--- src/rtl/huff_min2_select_pkg.sv ---
// Shared definitions for the Huffman minimum-pair selector: default field
// widths, the scanner state encoding and the packed candidate record.
package huff_min2_select_pkg;

    localparam int HUFF_NODES    = 16;
    localparam int HUFF_W_WEIGHT = 8;
    localparam int HUFF_W_IDX    = 4;

    typedef enum logic [1:0] {
        ST_IDLE  = 2'd0,
        ST_SCAN  = 2'd1,
        ST_DRAIN = 2'd2,
        ST_DONE  = 2'd3
    } state_t;

    // One minimum candidate at the default widths: node index and its weight.
    typedef struct packed {
        logic [HUFF_W_IDX-1:0]    idx;
        logic [HUFF_W_WEIGHT-1:0] weight;
    } cand_t;

    // Active-node count saturating at 2 (the merge stage only needs 0, 1, 2+).
    function automatic logic [1:0] found_inc(input logic [1:0] f);
        return (f >= 2'd2) ? 2'd2 : f + 2'd1;
    endfunction

endpackage

--- src/rtl/huff_min2_select_if.sv ---
// Control, result and table-read signals of the minimum-pair selector.
// master: the tree builder that starts scans and serves the node table.
// slave:  the selector itself.
interface huff_min2_select_if
    import huff_min2_select_pkg::*;
#(
    parameter int W_WEIGHT = HUFF_W_WEIGHT,
    parameter int W_IDX    = HUFF_W_IDX
) ();

    logic                start;
    logic                abort;
    logic                busy;
    logic                done;
    logic [W_IDX-1:0]    min1_idx;
    logic [W_WEIGHT-1:0] min1_w;
    logic [W_IDX-1:0]    min2_idx;
    logic [W_WEIGHT-1:0] min2_w;
    logic [1:0]          found;
    logic                rd_en;
    logic [W_IDX-1:0]    rd_addr;
    logic [W_WEIGHT-1:0] rd_weight;
    logic                rd_active;

    modport master (
        output start, abort, rd_weight, rd_active,
        input  busy, done, min1_idx, min1_w, min2_idx, min2_w, found,
               rd_en, rd_addr
    );

    modport slave (
        input  start, abort, rd_weight, rd_active,
        output busy, done, min1_idx, min1_w, min2_idx, min2_w, found,
               rd_en, rd_addr
    );

endinterface

--- src/rtl/huff_min2_update.sv ---
// Combinational step of the two-minimum search: folds one returned table
// entry into the running (min1, min2, found) state. Candidates are packed
// as {idx, weight}. Strict < keeps the earlier-seen entry on weight ties.
module huff_min2_update
    import huff_min2_select_pkg::*;
#(
    parameter int W_WEIGHT = HUFF_W_WEIGHT,
    parameter int W_IDX    = HUFF_W_IDX
) (
    input  logic                        valid,
    input  logic [W_IDX-1:0]            new_idx,
    input  logic [W_WEIGHT-1:0]         new_w,
    input  logic [W_IDX+W_WEIGHT-1:0]   min1_in,
    input  logic [W_IDX+W_WEIGHT-1:0]   min2_in,
    input  logic [1:0]                  found_in,
    output logic [W_IDX+W_WEIGHT-1:0]   min1_out,
    output logic [W_IDX+W_WEIGHT-1:0]   min2_out,
    output logic [1:0]                  found_out
);

    typedef struct packed {
        logic [W_IDX-1:0]    idx;
        logic [W_WEIGHT-1:0] weight;
    } cand_p_t;

    cand_p_t cur1;
    cand_p_t cur2;
    cand_p_t incoming;

    assign cur1     = min1_in;
    assign cur2     = min2_in;
    assign incoming = '{idx: new_idx, weight: new_w};

    // Insert the entry as new min1 (old min1 slides down) or as new min2.
    always_comb begin
        min1_out  = min1_in;
        min2_out  = min2_in;
        found_out = found_in;
        if (valid) begin
            if (found_in == 2'd0 || new_w < cur1.weight) begin
                min2_out = cur1;
                min1_out = incoming;
            end else if (found_in < 2'd2 || new_w < cur2.weight) begin
                min2_out = incoming;
            end
            found_out = found_inc(found_in);
        end
    end

endmodule

--- src/rtl/huff_min2_select.sv ---
// Sequential scanner that walks the node table once over a 1-cycle-latency
// read port and reports the two lightest active nodes plus a saturating
// count of active nodes. Results are published one cycle after the final
// compare, together with a single-cycle done pulse, and then held.
module huff_min2_select
    import huff_min2_select_pkg::*;
#(
    parameter int NODES    = HUFF_NODES,
    parameter int W_WEIGHT = HUFF_W_WEIGHT,
    parameter int W_IDX    = HUFF_W_IDX
) (
    input  logic                clk,
    input  logic                rst,
    huff_min2_select_if.slave   bus
);

    if (NODES < 2 || (1 << W_IDX) < NODES) begin : g_bad_params
        $error("huff_min2_select: need NODES >= 2 and 2**W_IDX >= NODES");
    end

    typedef struct packed {
        logic [W_IDX-1:0]    idx;
        logic [W_WEIGHT-1:0] weight;
    } cand_p_t;

    localparam logic [W_IDX-1:0] LAST_ADDR = W_IDX'(NODES - 1);

    state_t           state_reg, state_next;
    logic [W_IDX-1:0] addr_reg, addr_next;
    logic             scan_clear;
    logic             commit;

    // Read pipeline: marks the cycle in which returned data belongs to a read.
    logic             pend_reg;
    logic [W_IDX-1:0] pend_idx_reg;

    // Working minima, private to the running scan.
    cand_p_t          min1_reg, min2_reg, min1_next, min2_next;
    logic [1:0]       found_reg, found_next;

    // Published results, only touched when a scan completes.
    cand_p_t          res_min1_reg, res_min2_reg;
    logic [1:0]       res_found_reg;
    logic             done_reg;

    // State and read address register.
    always_ff @(posedge clk or posedge rst) begin
        if (rst) begin
            state_reg <= ST_IDLE;
            addr_reg  <= '0;
        end else begin
            state_reg <= state_next;
            addr_reg  <= addr_next;
        end
    end

    // Next-state logic; abort has priority over start and over completion.
    always_comb begin
        state_next = state_reg;
        addr_next  = addr_reg;
        scan_clear = 1'b0;
        commit     = 1'b0;
        case (state_reg)
            ST_IDLE: begin
                if (bus.start && !bus.abort) begin
                    state_next = ST_SCAN;
                    addr_next  = '0;
                    scan_clear = 1'b1;
                end
            end
            ST_SCAN: begin
                if (bus.abort) begin
                    state_next = ST_IDLE;
                    addr_next  = '0;
                end else if (addr_reg == LAST_ADDR) begin
                    state_next = ST_DRAIN;
                    addr_next  = '0;
                end else begin
                    addr_next  = addr_reg + 1'b1;
                end
            end
            ST_DRAIN: begin
                state_next = bus.abort ? ST_IDLE : ST_DONE;
            end
            ST_DONE: begin
                state_next = ST_IDLE;
                commit     = !bus.abort;
            end
            default: begin
                state_next = ST_IDLE;
                addr_next  = '0;
            end
        endcase
    end

    // Remember which index the data arriving next cycle belongs to.
    always_ff @(posedge clk or posedge rst) begin
        if (rst) begin
            pend_reg     <= 1'b0;
            pend_idx_reg <= '0;
        end else begin
            pend_reg     <= (state_reg == ST_SCAN) && !bus.abort;
            pend_idx_reg <= addr_reg;
        end
    end

    huff_min2_update #(
        .W_WEIGHT (W_WEIGHT),
        .W_IDX    (W_IDX)
    ) u_update (
        .valid     (pend_reg & bus.rd_active),
        .new_idx   (pend_idx_reg),
        .new_w     (bus.rd_weight),
        .min1_in   (min1_reg),
        .min2_in   (min2_reg),
        .found_in  (found_reg),
        .min1_out  (min1_next),
        .min2_out  (min2_next),
        .found_out (found_next)
    );

    // Working minima: cleared on scan start, folded once per returned entry.
    always_ff @(posedge clk or posedge rst) begin
        if (rst) begin
            min1_reg  <= '0;
            min2_reg  <= '0;
            found_reg <= '0;
        end else if (scan_clear) begin
            min1_reg  <= '0;
            min2_reg  <= '0;
            found_reg <= '0;
        end else begin
            min1_reg  <= min1_next;
            min2_reg  <= min2_next;
            found_reg <= found_next;
        end
    end

    // Publish results with the done pulse; hold them otherwise.
    always_ff @(posedge clk or posedge rst) begin
        if (rst) begin
            res_min1_reg  <= '0;
            res_min2_reg  <= '0;
            res_found_reg <= '0;
            done_reg      <= 1'b0;
        end else begin
            done_reg <= commit;
            if (commit) begin
                res_min1_reg  <= min1_reg;
                res_min2_reg  <= min2_reg;
                res_found_reg <= found_reg;
            end
        end
    end

    assign bus.rd_en    = (state_reg == ST_SCAN);
    assign bus.rd_addr  = addr_reg;
    assign bus.busy     = (state_reg != ST_IDLE);
    assign bus.done     = done_reg;
    assign bus.min1_idx = res_min1_reg.idx;
    assign bus.min1_w   = res_min1_reg.weight;
    assign bus.min2_idx = res_min2_reg.idx;
    assign bus.min2_w   = res_min2_reg.weight;
    assign bus.found    = res_found_reg;

endmodule

--- src/flat_wrapper.sv ---
// flat-port wrapper written by rule: the top's interface ports become plain ports
module huff_min2_select_flat import huff_min2_select_pkg::*;
#(
    parameter int NODES    = HUFF_NODES,
    parameter int W_WEIGHT = HUFF_W_WEIGHT,
    parameter int W_IDX    = HUFF_W_IDX
)
  (clk, rst, bus_start, bus_abort, bus_rd_weight, bus_rd_active, bus_busy, bus_done, bus_min1_idx, bus_min1_w, bus_min2_idx, bus_min2_w, bus_found, bus_rd_en, bus_rd_addr);
  huff_min2_select_if #(.W_WEIGHT(W_WEIGHT), .W_IDX(W_IDX)) bus_i ();
  input  logic clk;
  input  logic rst;
  input wire logic [$bits(bus_i.start)-1:0] bus_start;
  input wire logic [$bits(bus_i.abort)-1:0] bus_abort;
  input wire logic [$bits(bus_i.rd_weight)-1:0] bus_rd_weight;
  input wire logic [$bits(bus_i.rd_active)-1:0] bus_rd_active;
  output wire logic [$bits(bus_i.busy)-1:0] bus_busy;
  output wire logic [$bits(bus_i.done)-1:0] bus_done;
  output wire logic [$bits(bus_i.min1_idx)-1:0] bus_min1_idx;
  output wire logic [$bits(bus_i.min1_w)-1:0] bus_min1_w;
  output wire logic [$bits(bus_i.min2_idx)-1:0] bus_min2_idx;
  output wire logic [$bits(bus_i.min2_w)-1:0] bus_min2_w;
  output wire logic [$bits(bus_i.found)-1:0] bus_found;
  output wire logic [$bits(bus_i.rd_en)-1:0] bus_rd_en;
  output wire logic [$bits(bus_i.rd_addr)-1:0] bus_rd_addr;
  assign bus_i.start = bus_start;
  assign bus_i.abort = bus_abort;
  assign bus_i.rd_weight = bus_rd_weight;
  assign bus_i.rd_active = bus_rd_active;
  assign bus_busy = bus_i.busy;
  assign bus_done = bus_i.done;
  assign bus_min1_idx = bus_i.min1_idx;
  assign bus_min1_w = bus_i.min1_w;
  assign bus_min2_idx = bus_i.min2_idx;
  assign bus_min2_w = bus_i.min2_w;
  assign bus_found = bus_i.found;
  assign bus_rd_en = bus_i.rd_en;
  assign bus_rd_addr = bus_i.rd_addr;
  huff_min2_select #(.NODES(NODES), .W_WEIGHT(W_WEIGHT), .W_IDX(W_IDX)) u_core (.clk(clk), .rst(rst), .bus(bus_i));
endmodule
--- config.mk ---
export PLATFORM = sky130hd
export DESIGN_NAME = huff_min2_select_flat
export DESIGN_NICKNAME = d
export VERILOG_FILES = /design/src/rtl/huff_min2_select_pkg.sv /design/src/rtl/huff_min2_select_if.sv /design/src/rtl/huff_min2_update.sv /design/src/rtl/huff_min2_select.sv /design/src/flat_wrapper.sv
export SDC_FILE = /design/constraint.sdc
export NUM_CORES = 1
export LEC_CHECK = 0
export CORE_MARGIN = 4
export CORE_UTILIZATION = 38
export CTS_CLUSTER_SIZE = 28
export DETAILED_ROUTE_END_ITERATION = 6
export PLACE_DENSITY_LB_ADDON = 0.2
export SLEW_MARGIN = 20
export SYNTH_ARGS = -nofsm -noshare
export SYNTH_HDL_FRONTEND = slang
export SYNTH_SLANG_ARGS = --single-unit
--- constraint.sdc ---
create_clock -name clk -period 2.9 [get_ports clk]
set_clock_uncertainty 0.1 [all_clocks]
set_input_delay 0.29 -clock clk [delete_from_list [all_inputs] [get_ports clk]]
set_output_delay 0.29 -clock clk [all_outputs]
set_load 0.05 [all_outputs]
==> results of run 1 <==
-- logic make-up (layout without fill, tap and decap cells) --
| kind of cell | after synthesis | after routing | synth area share, % |
|---|---|---|---|
| compound gates | 51 | 51 | 11.6 |
| xor+xnor | 1 | 1 | 0.293 |
| fa+ha+maj | 15 | 15 | 6.27 |
| buf+inv | 32 | 90 | 4.39 |
| flops | 64 | 64 | 53.5 |
| mux | 26 | 26 | 9.36 |
| simple gates | 95 | 95 | 14.6 |
-- through the flow --
step,setup WS (ns),utilization [%]
2_1_floorplan,0.479,-
3_3_place_gp,0.108,46.9
3_5_place_dp,0.0576,46.9
4_1_cts,0.403,49.5
5_1_grt,0.238,49.5
6_report,0.391,49.5
-- final cells by class --
class,count,area share [%]
clock buffer,11,3.45
clock inverter,4,1.84
inverter,19,1.87
multi-input combinational,188,33.4
sequential,64,42.1
tap,102,3.35
timing repair buffer,56,14.0
-- power by group --
group | internal (W) | total, W | switching, W
clock network | 0.000477 | 0.000807 | 0.000330
registers | 0.00121 | 0.00142 | 0.000206
logic | 0.000713 | 0.00185 | 0.00114
total | 0.00240 | 0.00408 | 0.00167
-- worst min path at each step --
stage	slack, ns	from	end	cells past startpoint
floorplan	0.26	bus_abort	u_core.state_reg[1]	1
CTS	0.30	rst	u_core.min1_reg[10]	2
global placement	0.35	u_core.min2_reg[9]	u_core.bus.min2_idx[1]	2
detailed placement	0.36	u_core.min2_reg[8]	u_core.bus.min2_idx[0]	2
finish	0.27	rst	u_core.min2_reg[0]	2
global route	0.35	rst	u_core.min1_reg[10]	2
-- critical path: cells and delay by family --
family	cells	cell delay (ns)
buf+inv	3	0.84
simple gates	1	0.06
compound gates	5	1.17
fa+ha+maj	1	0.30
-- synthesized netlist by cell type, types with 2 or more instances --
library cell / instances
nand3_1: 2
dfrtp_1: 64
a211oi_1: 12
a31oi_1: 4
nor2_1: 17
mux2i_1: 19
mux2_2: 2
or3_1: 2
nor3_1: 3
buf_2: 3
nand2b_1: 8
mux2_4: 3
o21ai_0: 21
a21o_1: 2
nor3b_1: 2
o2111ai_1: 2
mux2_1: 2
ha_1: 15
nand2_1: 48
nor2b_1: 8
inv_1: 19
a21oi_1: 3
clkbuf_1: 9
-- routing by layer --
layer  global-route usage (%)  part of all wire (%)
met3                     3.03                   4.2
met4                     7.78                   2.6
met5                        0                     0
met1                     19.0                    49
met2                     21.9                    44
==> implementation parameters, run 1 <==
Parameter                              Value

Detailed routing
  Sum of routed wire length over all layers ... 6140 µm
  Post-detailed-route via-to-cell ratio ... ~4.8
  Total DRC errors in the routed layout ... 0
  Count of routing violations after the opening detailed-route iteration ... 65
  Number of vias after detailed routing ... between 2000 and 2500
  Routed wirelength normalized by instance count ... between 10 and 15 µm
  1st-pass router iterations ... 4
  Number of nets still failing antenna checks after routing ... 0

Floorplanning
  Num rows ... 32
  IO Pins ... 46
  Initial core utilization ... between 30% and 40%
  Total Die Area ... approximately 9400 µm²
  Die width ... 96.8 µm
  Core region area ... a little under 8000 µm²
  Floorplan die height ... just under 100 µm

Critical path
  Setup Crit Path Kind ... input pin to flop
  Worst R2R Path Depth ... 9
  Setup crit end ... u_core.min2_reg[0]
  Crit path capture type ... flop
  WP data arrival ... roughly 2.7 ns
  Required time worst endpoint ... 3.04 ns
  Cell with the biggest individual delay on the critical path ... clkdlybuf4s50_1
  Cell breakdown of the critical path ... clkdlybuf4s50_1 -> buf_4 -> ha_1 -> a211o_1 -> a31oi_1 -> o21ai_0 -> a31oi_2 -> buf_4 -> nor2_1 -> a211oi_1
  Most repeated library cell on the critical path ... buf_4
  Startpoint kind of the worst setup timing path ... input pin
  Setup slack, reg-to-reg ... 0.50 ns
  Max stage delay on crit path ... around 0.45 ns
  Endpoint of the worst register-to-register path ... u_core.min1_reg[4]
  Crit. Startpoint ... bus_rd_weight[2]
  Highest fanout seen on the critical path ... 12
  Reg-to-Reg Start ... u_core.min1_reg[2]

Finish
  Proportion of layout cells with a drive suffix above 1 ... 10.2%
  Number of inserted filler cells in the final layout ... between 700 and 800
  Area occupied by multi-input gates ... approximately 1300 µm²
  Final cell area excluding filler cells ... around 3800 µm²
  Net count of the finished layout ... 366
  Area growth, synth to finish ... 27.2%
  Most common cell after layout, fill and taps aside ... dfrtp_1
  Number of standard cells in the layout, taps in and fillers out ... about 440
  Sequential cell area ... 1600 µm²
  Diodes inserted ... 0
  Commonest cells after routing, fill and taps aside ... 64 x dfrtp_1, 48 x nand2_1, 45 x clkdlybuf4s50_1

Clock tree
  Clock sink total ... 64
  Post-CTS setup buffers ... 0
  Post-cts repair resize count ... 0
  Number of buffers added by the clock tree synthesis step ... 9
  Cts-stage hold buffer count ... 0
  Max Root-Sink Buffers ... 2
  Root buffer cell ... clkbuf_8
  CTS H-Tree Depth ... 3
  Worst-skew pair later-pin latency ... about 0.34 ns
  TritonCTS clock tree ... done
  Clock-pin slew reported for the worst setup and hold paths after clock tree synthesis ... roughly 0.060 ns

Yosys
  Cell accounting for the most synthesized area ... dfrtp_1
  Most frequently used flop master after synthesis ... dfrtp_1
  Number of enable flip-flop cells after synthesis ... 0
  Ys async rst share ... 100%
  Synthesized area ... between 2000 and 3000 µm²
  Warning count from the yosys run ... 0
  Portion of synthesized cell area occupied by the leading cell type ... between 50% and 60%
  Post-Syn Nets ... between 300 and 400
  Netlist cell types ... 37
  Synth Instances ... about 280
  Area contributors post-synth ... dfrtp_1 53%, mux2i_1 6.4%, ha_1 6.3%
  Register bit total from synthesis ... 64
  Mapped Avg Cell Area ... approximately 11 µm²
  Register area share after synthesis ... 53.5%

Outcome
  Outcome ... completed

Timing
  Relative slew margins ... 56.7%
  Worst slew pin tran ... 0.649 ns
  Count of final setup violators ... 0
  Setup repair after global routing missed its margin ... no
  Final period demand of the worst path ... 2.51 ns
  Post-Route Hold Slack ... 0.275 ns
  Count of final max-slew check failures ... 0
  Achievable frequency ... 399 MHz
  Final worst path period share ... between 80 and 90%
  Total negative setup slack ... 0 ns
  Hold Vio Cnt, Final ... 0

Global route
  Total grt overflow ... 0
  Via count of the first global-routing pass ... 2163
  Antenna violations before repair ... 0
  Pin count of the biggest net entering global routing ... between 40 and 50
  First-pass GRT wire length ... around 11000 µm
  Global-route total usage across every layer ... between 10 and 15%

Placement
  HPWL after detailed placement ... 4340 µm
  Area of placed instances ... 3610 µm²
  Inst Count DP ... roughly 430
  Final GP Congestion ... about 0.77
  Input/output buffers ... 45

Power and ir drop
  Total power density per cell area ... approximately 1100 nW/µm²
  Leak Pwr ... 1.80 nW
  VDD IR max ... 0.557 mV
  Pwr Total ... roughly 0.004 W

Min path
  Min-delay worst type ... input pin to async pin

Job
  Max capacitance violation total ... 0
No activity file was read; power rests on OpenSTA's default activity.
==> inputs of run 2 (changes only) <==
--- a/config.mk
+++ b/config.mk
@@ -7,9 +7,12 @@
 export LEC_CHECK = 0
 export CORE_MARGIN = 4
 export CORE_UTILIZATION = 38
+export CTS_CLUSTER_DIAMETER = 120
 export CTS_CLUSTER_SIZE = 28
 export DETAILED_ROUTE_END_ITERATION = 6
+export MAX_ROUTING_LAYER = met4
 export PLACE_DENSITY_LB_ADDON = 0.2
+export RECOVER_POWER = 25
 export SLEW_MARGIN = 20
 export SYNTH_ARGS = -nofsm -noshare
 export SYNTH_HDL_FRONTEND = slang
==> run 2 against run 1 <==
Compared with the run above: clock power about the same; sequential power about the same; sequential share of layout area about the same; non-clock buffer count unchanged; first-iteration DRC count increased by 9.2%; flip-flop and latch count unchanged; critical path depth unchanged; design area about the same; largest power group unchanged; highest routed layer unchanged; cell count unchanged; clock-buffer cell count unchanged; global-route usage increased by 0.39 points; critical path type unchanged; total power decreased by 0.11%.
==> implementation parameters, run 2 (synthesized netlist as in run 1, its figures left out) <==
Parameter                              Value

Timing
  Relative slew margins ... around a fifth
  Setup repair after global routing missed its margin ... no
  Count of final max-slew check failures ... 0
  Count of final setup violators ... 0
  Final period demand of the worst path ... roughly 2.5 ns
  Worst slew pin tran ... 1.18 ns
  Achievable frequency ... 398 MHz
  Total negative setup slack ... 0 ns
  Hold Vio Cnt, Final ... 0
  Final worst path period share ... 86.6%

Critical path
  Crit path capture type ... flop
  Highest fanout seen on the critical path ... 12
  WP data arrival ... between 2 and 3 ns
  Most repeated library cell on the critical path ... buf_4
  Startpoint kind of the worst setup timing path ... input pin
  Max stage delay on crit path ... ~0.45 ns
  Cell with the biggest individual delay on the critical path ... clkdlybuf4s50_1
  Cell breakdown of the critical path ... clkdlybuf4s50_1 -> buf_4 -> ha_1 -> a211o_1 -> a31oi_1 -> o21ai_0 -> a31oi_2 -> buf_4 -> nor2_1 -> a211oi_1
  Setup slack, reg-to-reg ... around 0.50 ns
  Required time worst endpoint ... ~3.0 ns
  Setup Crit Path Kind ... input pin to flop

Outcome
  Outcome ... completed

Floorplanning
  Total Die Area ... 9360 µm²
  Die width ... between 90 and 100 µm
  Core region area ... between 7000 and 8000 µm²
  IO Pins ... 46
  Num rows ... 32
  Floorplan die height ... 96.8 µm
  Initial core utilization ... slightly below 40%

Placement
  HPWL after detailed placement ... roughly 4300 µm
  Input/output buffers ... 45
  Final GP Congestion ... 0.783
  Inst Count DP ... 429

Clock tree
  Number of buffers added by the clock tree synthesis step ... 9
  Max Root-Sink Buffers ... 2
  TritonCTS clock tree ... done
  Clock-pin slew reported for the worst setup and hold paths after clock tree synthesis ... ~0.07 ns
  Cts-stage hold buffer count ... 0
  Clock sink total ... 64
  Post-cts repair resize count ... 0
  Post-CTS setup buffers ... 0
  Worst-skew pair later-pin latency ... around 0.34 ns
  Root buffer cell ... clkbuf_8
  CTS H-Tree Depth ... 3

Detailed routing
  Sum of routed wire length over all layers ... 6140 µm
  Detailed-route wire length on metal 1 ... 3000 µm
  1st-pass router iterations ... 6
  Number of vias after detailed routing ... around 2100
  Total DRC errors in the routed layout ... 0
  Top routing layer in use ... met4
  Post-detailed-route via-to-cell ratio ... about 4.8
  Count of routing violations after the opening detailed-route iteration ... approximately 70
  Number of nets still failing antenna checks after routing ... 0
  Met3 routed wirelength ... between 200 and 300 µm
  Met2 routed WL ... between 2000 and 3000 µm
  Routed wirelength normalized by instance count ... roughly 14 µm

Finish
  Area occupied by multi-input gates ... 1270 µm²
  Area growth, synth to finish ... 27.0%
  Most common cell after layout, fill and taps aside ... dfrtp_1
  Number of standard cells in the layout, taps in and fillers out ... ~440
  Commonest cells after routing, fill and taps aside ... 64 x dfrtp_1, 48 x nand2_1, 44 x clkdlybuf4s50_1
  Net count of the finished layout ... 366
  Proportion of layout cells with a drive suffix above 1 ... 9.65%
  Diodes inserted ... 0
  Number of inserted filler cells in the final layout ... between 700 and 800
  Sequential cell area ... between 1500 and 2000 µm²

Power and ir drop
  Leak Pwr ... 1.80 nW
  Sequential fraction of design power ... 34.8%
  Part of the power in combinational logic ... 45.4%
  Switching fraction of total power ... about two fifths
  Internal power ... roughly 0.0024 W
  Clock Power Share ... 19.7%
  Total power density per cell area ... 1070 nW/µm²
  Switching component of the power ... 0.00167 W
  VDD IR max ... between 0.5 and 0.6 mV

Global route
  Total grt overflow ... 0
  Pin count of the biggest net entering global routing ... between 40 and 50
  Via count of the first global-routing pass ... 2169
  Antenna violations before repair ... 0
  Global-route total usage across every layer ... 14.7%
  First-pass GRT wire length ... ~11000 µm

Job
  Max capacitance violation total ... 0

Min path
  Min-delay worst type ... flop to flop
[run 2: stage by stage]
step / hold slack, ns / total power, W / setup slack (ns) / cell area, µm² / util (%)
finish: 0.370 / 0.00407 / 0.388 / 3800 / 49.5
global route: 0.392 / 0.00436 / 0.238 / 3800 / 49.5
CTS: 0.299 / 0.00413 / 0.403 / 3810 / 49.5
global placement: 0.351 / 0.00328 / 0.108 / 3610 / 46.9
floorplan: 0.261 / 0.00274 / 0.479 / 2990 / -
detailed placement: 0.359 / 0.00330 / 0.0576 / 3610 / 46.9
[run 2: critical path, delay by kind of cell]
family	cells	cell delay [ns]
fa+ha+maj	1	0.30
simple gates	1	0.06
compound gates	5	1.17
buf+inv	3	0.84
[run 2: path summary, 6_finish.rpt]
check                                          to  cells after the start                from
max                            u_core.min2_reg[0]                     10    bus_rd_weight[2]
min                        u_core.bus.min2_idx[0]                      2  u_core.min2_reg[8]
max reg2reg                    u_core.min1_reg[4]                      9  u_core.min1_reg[2]
min reg2reg                u_core.bus.min2_idx[0]                      2  u_core.min2_reg[8]
max in group asynchronous  u_core.bus.min1_idx[3]                      3                 rst
min in group asynchronous     u_core.found_reg[0]                      2                 rst
[run 2: area by class of cell]
class	count	share of cell area [%]
Inverter	19	1.87
Timing Repair Buffer	56	13.9
Sequential cell	64	42.1
Multi-Input combinational cell	188	33.5
Clock inverter	4	1.84
Clock buffer	11	3.45
Tap cell	102	3.36
[run 2: layer usage]
metal,up-vias,global-route usage (%)
met1,1000,19.0
li1,1081,-
met3,8,3.03
met2,41,21.9
met5,-,-
met4,0,7.78
[run 2: power groups by stage]
stage | sequential [W] | clock (W) | combinational, W
after global placement | 0.00143 | 0 | 0.00185
after CTS | 0.00142 | 0.000830 | 0.00188
after floorplan | 0.00187 | 0 | 0.000870
after detailed placement | 0.00144 | 0 | 0.00187
final | 0.00142 | 0.000804 | 0.00185
after global routing | 0.00147 | 0.000870 | 0.00202
